==> src/rtl/heap_pop.sv <==
// Extract-max engine for the pipelined max-heap: returns the root entry, moves the
// last entry to the root and sifts it down one level per read/compare iteration.
module heap_pop #(
  parameter int unsigned CNT_SIZE    = 20,
  parameter int unsigned ADDR_SIZE   = 28,
  parameter int unsigned TOTAL_LEVEL = 6
) (
  input  logic                   clk,
  input  logic                   rst,
  input  logic                   pop_req,
  output logic                   pop_ready,
  input  logic [TOTAL_LEVEL-1:0] heap_count_i,
  output logic                   out_valid,
  output logic                   out_empty,
  output logic [CNT_SIZE-1:0]    out_cnt,
  output logic [ADDR_SIZE-1:0]   out_addr,
  output logic                   dec_o,
  output logic                   rd_en,
  output logic [TOTAL_LEVEL-1:0] rd_idx_a,
  output logic [TOTAL_LEVEL-1:0] rd_idx_b,
  input  logic [CNT_SIZE-1:0]    rd_cnt_a,
  input  logic [ADDR_SIZE-1:0]   rd_addr_a,
  input  logic [CNT_SIZE-1:0]    rd_cnt_b,
  input  logic [ADDR_SIZE-1:0]   rd_addr_b,
  output logic                   wr_en,
  output logic [TOTAL_LEVEL-1:0] wr_idx,
  output logic [CNT_SIZE-1:0]    wr_cnt,
  output logic [ADDR_SIZE-1:0]   wr_addr
);

  localparam logic [TOTAL_LEVEL-1:0] RootIdx = TOTAL_LEVEL'(1);
  localparam logic [TOTAL_LEVEL:0]   ExtOne  = (TOTAL_LEVEL + 1)'(1);

  typedef enum logic [2:0] {
    StIdle,
    StFetch,
    StRoot,
    StSiftRd,
    StSiftCmp,
    StEmpty
  } state_e;

  state_e state_q, state_d;

  logic [TOTAL_LEVEL-1:0] n_q, n_d;
  logic [TOTAL_LEVEL-1:0] m_q, m_d;
  logic [TOTAL_LEVEL-1:0] cur_q, cur_d;
  logic [CNT_SIZE-1:0]    item_cnt_q, item_cnt_d;
  logic [ADDR_SIZE-1:0]   item_addr_q, item_addr_d;
  logic [CNT_SIZE-1:0]    out_cnt_q, out_cnt_d;
  logic [ADDR_SIZE-1:0]   out_addr_q, out_addr_d;
  logic                   out_valid_q, out_valid_d;
  logic                   out_empty_q, out_empty_d;
  logic                   dec_q, dec_d;

  // Child indices carry one extra bit so 2*cur never wraps on the last level.
  logic [TOTAL_LEVEL:0]   left_idx;
  logic [TOTAL_LEVEL:0]   right_idx;
  logic [TOTAL_LEVEL:0]   m_ext;
  logic                   right_ok;
  logic                   pick_right;
  logic [CNT_SIZE-1:0]    child_cnt;
  logic [ADDR_SIZE-1:0]   child_addr;
  logic [TOTAL_LEVEL-1:0] child_idx;

  assign left_idx  = {cur_q, 1'b0};
  assign right_idx = left_idx + ExtOne;
  assign m_ext     = {1'b0, m_q};

  // Ties between siblings resolve to the left child.
  assign right_ok   = (right_idx <= m_ext);
  assign pick_right = right_ok && (rd_cnt_b > rd_cnt_a);
  assign child_cnt  = pick_right ? rd_cnt_b : rd_cnt_a;
  assign child_addr = pick_right ? rd_addr_b : rd_addr_a;
  assign child_idx  = pick_right ? right_idx[TOTAL_LEVEL-1:0] : left_idx[TOTAL_LEVEL-1:0];

  always_comb begin
    state_d     = state_q;
    n_d         = n_q;
    m_d         = m_q;
    cur_d       = cur_q;
    item_cnt_d  = item_cnt_q;
    item_addr_d = item_addr_q;
    out_cnt_d   = out_cnt_q;
    out_addr_d  = out_addr_q;
    out_empty_d = out_empty_q;
    out_valid_d = 1'b0;
    dec_d       = 1'b0;
    rd_en       = 1'b0;
    rd_idx_a    = '0;
    rd_idx_b    = '0;
    wr_en       = 1'b0;
    wr_idx      = '0;
    wr_cnt      = '0;
    wr_addr     = '0;

    unique case (state_q)
      StIdle: begin
        if (pop_req) begin
          if (heap_count_i == '0) begin
            state_d     = StEmpty;
            out_valid_d = 1'b1;
            out_empty_d = 1'b1;
            out_cnt_d   = '0;
            out_addr_d  = '0;
          end else begin
            n_d     = heap_count_i;
            state_d = StFetch;
          end
        end
      end

      StFetch: begin
        rd_en    = 1'b1;
        rd_idx_a = RootIdx;
        rd_idx_b = n_q;
        state_d  = StRoot;
      end

      StRoot: begin
        out_cnt_d   = rd_cnt_a;
        out_addr_d  = rd_addr_a;
        out_empty_d = 1'b0;
        out_valid_d = 1'b1;
        dec_d       = 1'b1;
        item_cnt_d  = rd_cnt_b;
        item_addr_d = rd_addr_b;
        m_d         = n_q - RootIdx;
        cur_d       = RootIdx;
        state_d     = (n_q == RootIdx) ? StIdle : StSiftRd;
      end

      StSiftRd: begin
        if (left_idx > m_ext) begin
          // cur is a leaf of the shrunken heap: the moved item settles here.
          wr_en   = 1'b1;
          wr_idx  = cur_q;
          wr_cnt  = item_cnt_q;
          wr_addr = item_addr_q;
          state_d = StIdle;
        end else begin
          rd_en    = 1'b1;
          rd_idx_a = left_idx[TOTAL_LEVEL-1:0];
          rd_idx_b = right_idx[TOTAL_LEVEL-1:0];
          state_d  = StSiftCmp;
        end
      end

      StSiftCmp: begin
        wr_en  = 1'b1;
        wr_idx = cur_q;
        if (child_cnt > item_cnt_q) begin
          wr_cnt  = child_cnt;
          wr_addr = child_addr;
          cur_d   = child_idx;
          state_d = StSiftRd;
        end else begin
          wr_cnt  = item_cnt_q;
          wr_addr = item_addr_q;
          state_d = StIdle;
        end
      end

      StEmpty: begin
        state_d = StIdle;
      end

      default: begin
        state_d = StIdle;
      end
    endcase
  end

  always_ff @(posedge clk or posedge rst) begin
    if (rst) begin
      state_q     <= StIdle;
      n_q         <= '0;
      m_q         <= '0;
      cur_q       <= '0;
      item_cnt_q  <= '0;
      item_addr_q <= '0;
      out_cnt_q   <= '0;
      out_addr_q  <= '0;
      out_valid_q <= 1'b0;
      out_empty_q <= 1'b0;
      dec_q       <= 1'b0;
    end else begin
      state_q     <= state_d;
      n_q         <= n_d;
      m_q         <= m_d;
      cur_q       <= cur_d;
      item_cnt_q  <= item_cnt_d;
      item_addr_q <= item_addr_d;
      out_cnt_q   <= out_cnt_d;
      out_addr_q  <= out_addr_d;
      out_valid_q <= out_valid_d;
      out_empty_q <= out_empty_d;
      dec_q       <= dec_d;
    end
  end

  assign pop_ready = (state_q == StIdle);
  assign out_valid = out_valid_q;
  assign out_empty = out_empty_q;
  assign out_cnt   = out_cnt_q;
  assign out_addr  = out_addr_q;
  assign dec_o     = dec_q;

endmodule
==> config.mk <==
export PLATFORM = sky130hd
export DESIGN_NAME = heap_pop
export DESIGN_NICKNAME = d
export VERILOG_FILES = /design/src/rtl/heap_pop.sv
export SDC_FILE = /design/constraint.sdc
export NUM_CORES = 1
export LEC_CHECK = 0
export ABC_CLOCK_PERIOD_IN_PS = 5650
export BUFFER_PORTS_ARGS = -buffer_cell sky130_fd_sc_hd__buf_2
export CAP_MARGIN = 15
export CELL_PAD_IN_SITES_DETAIL_PLACEMENT = 0
export CELL_PAD_IN_SITES_GLOBAL_PLACEMENT = 2
export CORE_UTILIZATION = 29
export CTS_CLUSTER_SIZE = 14
export DETAILED_ROUTE_END_ITERATION = 10
export PLACE_DENSITY = 0.9
export SYNTH_ARGS = -nofsm -noshare
export SYNTH_HDL_FRONTEND = slang
export SYNTH_SLANG_ARGS = --single-unit
export TNS_END_PERCENT = 30
==> constraint.sdc <==
create_clock -name clk -period 5.65 [get_ports clk]
set_input_delay 1.13 -clock clk [delete_from_list [all_inputs] [get_ports clk]]
set_output_delay 1.13 -clock clk [all_outputs]
set_load 0.02 [all_outputs]
### After elaboration in Yosys (flattened, before gate mapping)

Index checks and enable logic that the tools add are counted.
W data, S select, Z words.

| storage, ports and cells | value |
|---|---|
| input port bits | 105 |
| output and inout bits | 120 |
| bits in registers | 120 |
| word-level logic and storage cells | 74 |

| cells by class | value |
|---|---|
| bitwise gates (word level) | 1 |
| mux-type cells | 40 |
| eq/ne operators | 8 |
| reductions and logical operators | 8 |
| order comparisons | 4 |
| add/subtract/negate cells | 2 |

Operator list:

| kind | count |
|---|---|
| $mux W28 | 5 |
| $pmux W28 S2 | 2 |
| $mux W20 | 5 |
| $pmux W20 S2 | 2 |
| $pmux W6 S2 | 4 |
| $gt A20 B20 Y1 | 2 |
| $mux W6 | 5 |
| $pmux W3 S5 | 1 |
| $mux W3 | 3 |
| $pmux W1 S2 | 4 |
| $add A7 B1 Y7 const B | 1 |
| $gt A7 B6 Y1 | 1 |
| $le A7 B6 Y1 | 1 |
| $mux W1 | 7 |
| $eq A3 B2 Y1 const B | 2 |
| $eq A6 B1 Y1 const B | 1 |
| $logic_not A6 Y1 | 1 |
| $reduce_and A3 Y1 | 2 |
| $sub A6 B1 Y6 const B | 1 |
| $mux W2 | 2 |
| $ne A2 B2 Y1 const B | 2 |
| $reduce_bool A2 Y1 | 2 |
| $eq A3 B1 Y1 const B | 1 |
| $eq A3 B3 Y1 const B | 1 |
| 5 further kinds | 5 |

### Logic depth before layout (Yosys ltp)

| logic depth | value |
|---|---|
| word-level depth | 7 |
| gate-level depth with buffers | 20 |
| gate-level depth less buffers | 16 |

### Worst setup path after synthesis

Ideal clock, no wire load.

| timing | value |
|---|---|
| path type | input to output |
| start | input rd_cnt_a[13] |
| end | output wr_addr[26] |
| stages | 18 |
| buffers on the path | 2 |
| setup slack | -0.231 ns |
| data arrival time | 4.751 ns |
| required time | 4.520 ns |
| cells stage by stage | inv_1 -> ha_1 -> a21o_1 -> nand3_1 -> a21oi_1 -> a2111oi_0 -> a221o_2 -> buf_6 -> mux2_4 -> ha_1 -> nand4_1 -> nor3_1 -> a21boi_1 -> o31ai_1 -> o2111ai_1 -> nand3_1 -> clkbuf_1 -> o2bb2ai_1 |

| between the ends | value |
|---|---|
| cells in the longest elaborated chain, start to end | 6 |

Ends and longest elaborated chain:

| item | line | text |
|---|---|---|
| start, declared | 21 | `input logic [CNT_SIZE-1:0] rd_cnt_a,` |
| $gt A20 B20 Y1 | 72 | `assign pick_right = right_ok && (rd_cnt_b > rd_cnt_a);` |
| $logic_and A1 B1 Y1 | 72 |  |
| $mux W20 | 73 | `assign child_cnt = pick_right ? rd_cnt_b : rd_cnt_a;` |
| $gt A20 B20 Y1 | 152 | `if (child_cnt > item_cnt_q) begin` |
| $mux W28 (*) | 152 |  |
| $pmux W28 S2 (*) | 97 | `unique case (state_q)` |
| end, declared | 28 | `output logic [ADDR_SIZE-1:0] wr_addr` |

Every way passes the cells marked *; elsewhere a longest branch is shown, timed or not.

### Worst setup path after layout

| timing | value |
|---|---|
| start | input rd_cnt_a[19] |
| end | output wr_addr[25] |

The elaborated chain is that of the path after synthesis.

==> metrics.md <==
| Metric | Value |
|---|---|
| Status | finished, violations left |
| Failing checks | setup timing |
| CTS root buf | clkbuf_16 |
| Post-Syn Area | 6900 sq um |
| Slew HR | 42.6% |
| Power density cells | 504 nW/um^2 |
| Dpl hpwl | 15,400 um |
| Setup tns final | -22.13 ns |
| Via-to-Cell Ratio | 4.83 |
| Net switching power | 2.25 mW |
| Clk_lat worst skew | 0.41 ns |
| Top cells by count, synth | 120 x dfrtp_1, 52 x inv_1, 48 x a22o_1, 48 x ha_1, 38 x mux2_2 |
| FFs w/ async S/R, synth | 100% |
| Final ANT Viol Nets | 0 |
| H-tree depth | 4 |
| Clock sink total | 120 |
| Sw Share | 40.7% |
| Peak Freq | 0.162 GHz |
| First-pass GRT wire length | 34,000 um |
| Iter 0 DRT Violations | 222 |
| Slowest cell on crit path | a221o_4 |
| Number of flops mapped to enable cells by yosys | 0 |
| Max Slew Vio Count | 0 |
| Final #Nets | 1,074 |
| Final setup vio count | 48 |
| Top-count cell post-synth | dfrtp_1 |
| Cell mode on critical path | buf_6 |
| Worst-Margin Slew | 0.862 ns |
| Clock Pin Slew Worst Setup and Hold Paths | 0.06 ns |
| Slowest cell delay on critical path | 0.50 ns |
| Routed wire per std cell | 17.5 um |
| Clock buffer depth | 2 |
| Worst hold path type | reg2reg |
| Pre-antenna DRT Iters | 4 |
| Largest net degree at the start of global routing | 87 |
| Crit-path leading delay family | compound AO/OA/AOI/OAI gates |
| Port-buffer cells | 224 |
| Area growth syn-to-layout | 59.0% |
| # DRC | 0 |
| Post-layout minimum cycle time | 6.16 ns |
| Hold-fix buffers, CTS | 0 |
| Mux share of post-synthesis cell area | 14.4% |
| Yosys warning count | 0 |
| Post-synth top area share | 43.5% |
| Synth Area in Compound Gates | 19.1% |
| Die width | 156 um |
| Seq/Total Area, Yosys | 43.5% |
| Synth Area in XOR/XNOR | 0.508% |
| Maximum vdd drop | 0.216 mV |
| Flops & latches, synth | 120 |
| Mapped Cells | 630 |
| Simple-Gate Fraction of Synth Area | 8.02% |
| Vias in the first global route | 6,259 |
| Syn Nets | 783 |
| GRT Total Usage | 18.1% |
| Largest family of logic cells by synthesized area | compound AO/OA/AOI/OAI gates |
| GRT overflow | 0 |
| CP bufs+invs | 8 |
| Layout Skew | 0.00679 ns |
| Post-synthesis adder-cell area fraction | 8.71% |
| CP arrival | 5.03 ns |
| TritonCTS Buffers | 17 |
| Hold Worst Slack | 0.489 ns |
| PnR worst setup slack | -0.510 ns |
| Die H | 156 um |
| Reg2reg start | m_q[4] |
| CTS tree | done |
| Top cells by area, synth | dfrtp_1 44%, ha_1 8.7%, mux2_2 6.2%, a22o_1 6.1%, mux2i_1 4.5% |
| Final period util | 109% |
| P_leak | 5.46 nW |
| Part of the power in registers | 28.6% |
| Routability cong. | 0.761 |
| Antenna violations before repair | 0 |
| Crit-path max FO | 7 |
| Area leader, netlist | dfrtp_1 |
| Min-delay src | out_cnt[18] |
| Critical path, cell by cell | buf_6 > inv_2 > ha_4 > nand4_4 > a211oi_4 > a2111oi_4 > a221o_4 > buf_6 > mux2_4 > ha_4 > nor2b_4 > o211ai_1 > a21boi_1 > o31ai_2 > o2111ai_2 > buf_6 > a31oi_4 > buf_12 > buf_12 > buf_16 > o2bb2ai_4 > buf_6 |
| Combinational power share | 49.8% |
| Internal | 3.28 mW |
| Kind of critical path | in2out |
| Clk pwr share | 21.6% |
| Syn Area/Cell | 10.9 sq um |
| Antenna Cells | 0 |
| Core ar. | 23,400 sq um |
| Worst setup SP type | input port |
| RSZ-0062 raised after global routing | true |
| Setup crit end kind | primary output |
| Via count | 6,052 |
| # Max-Cap Violations | 0 |
| Row cnt | 56 |
| Die ar. | 24,400 sq um |
| CP Launch Point | rd_cnt_a[19] |
| CP required | 4.52 ns |
| Initial Util | 29.5% |
| I/O Pins | 225 |
| Post-Route WL | 21,900 um |
| Layout cells sized above 1 | 54.2% |
| Hold Vio Cnt, Final | 0 |
| Unique masters post-synth | 47 |
| Most used DFF post-synth | dfrtp_1 |
layout make-up:
type / count / area (sq um)
Clock inverter: 15 / 215
Timing Repair Buffer: 312 / 2300
Clock buffer: 17 / 425
Inverter: 52 / 218
Multi-Input combinational cell: 418 / 4410
Fill cell: 2222 / 12400
Tap cell: 319 / 399
Sequential cell: 120 / 3000
worst paths after layout:
kind	end	slack [ns]	cells after the start
max in group asynchronous	out_addr[26]	3.81	3
hold / removal	out_cnt[18]	0.49	1
min in group asynchronous	item_addr_q[22]	0.78	2
setup reg to reg	cur_q[3]	1.25	19
setup / recovery	wr_addr[25]	-0.51	22
hold reg to reg	out_cnt[18]	0.49	1
per-stage QoR:
stage,std cells,util (%),instance area (sq um),setup slack [ns],total power [mW]
floorplan,630,-,7580,-0.000387,3.30
global placement,1206,40.8,9540,-0.861,4.09
detailed placement,1206,40.8,9540,-0.876,4.13
CTS,1253,46.5,10900,-0.580,5.55
global route,1253,46.9,11000,-0.703,5.88
finish,1253,46.9,11000,-0.510,5.53
flip-flops by register name, indices dropped and copies added, names as in the netlist:
signal,count
m_q,6
out_cnt,20
out_empty,1
n_q,6
out_valid,1
item_cnt_q,20
out_addr,28
item_addr_q,28
dec_o,1
cur_q,6
state_q,3
cells in the final DEF, fill, tap and decap left out, types with 21 or more instances in the layout:
master	n
buf_4	73
mux2_2	38
o21ai_0	26
dfrtp_1	120
mux2i_1	30
inv_1	39
buf_6	43
nand2_1	35
a22o_1	48
ha_4	22
ha_1	25
o2bb2ai_4	21
buf_2	178
kinds of logic after synthesis:
logic type | Yosys count
compound gates | 170
simple gates | 110
xor+xnor | 4
flops | 120
buf+inv | 92
fa+ha+maj | 48
mux | 86
power by group through the flow:
stage / logic [mW] / registers [mW] / clock network, mW
2_1_floorplan: 1.56 / 1.74 / 0
3_3_place_gp: 2.52 / 1.58 / 0
3_5_place_dp: 2.55 / 1.58 / 0
4_1_cts: 2.75 / 1.58 / 1.22
5_1_grt: 2.99 / 1.63 / 1.26
6_report: 2.75 / 1.58 / 1.19
per-layer routing:
metal | vias to the layer above | track usage (%) | wire length [um]
met3 | 6 | 4.33 | 1150
met2 | 169 | 30.1 | 10600
met1 | 2973 | 23.8 | 10000
met4 | 0 | 4.11 | 84
met5 | - | 0 | 0
li1 | 2904 | - | -
what timing repair did:
| action | 4_1_cts | 5_1_grt |
|---|---|---|
| endpoints found under the setup margin | 48 | 48 |
| setup buffers | 13 | 0 |
| pin swaps | 34 | 6 |
| resized for setup | 114 | 24 |
| endpoints found under the hold margin | 0 | 0 |
| cloned | 3 | 0 |
No activity file was read; power rests on OpenSTA's default activity.
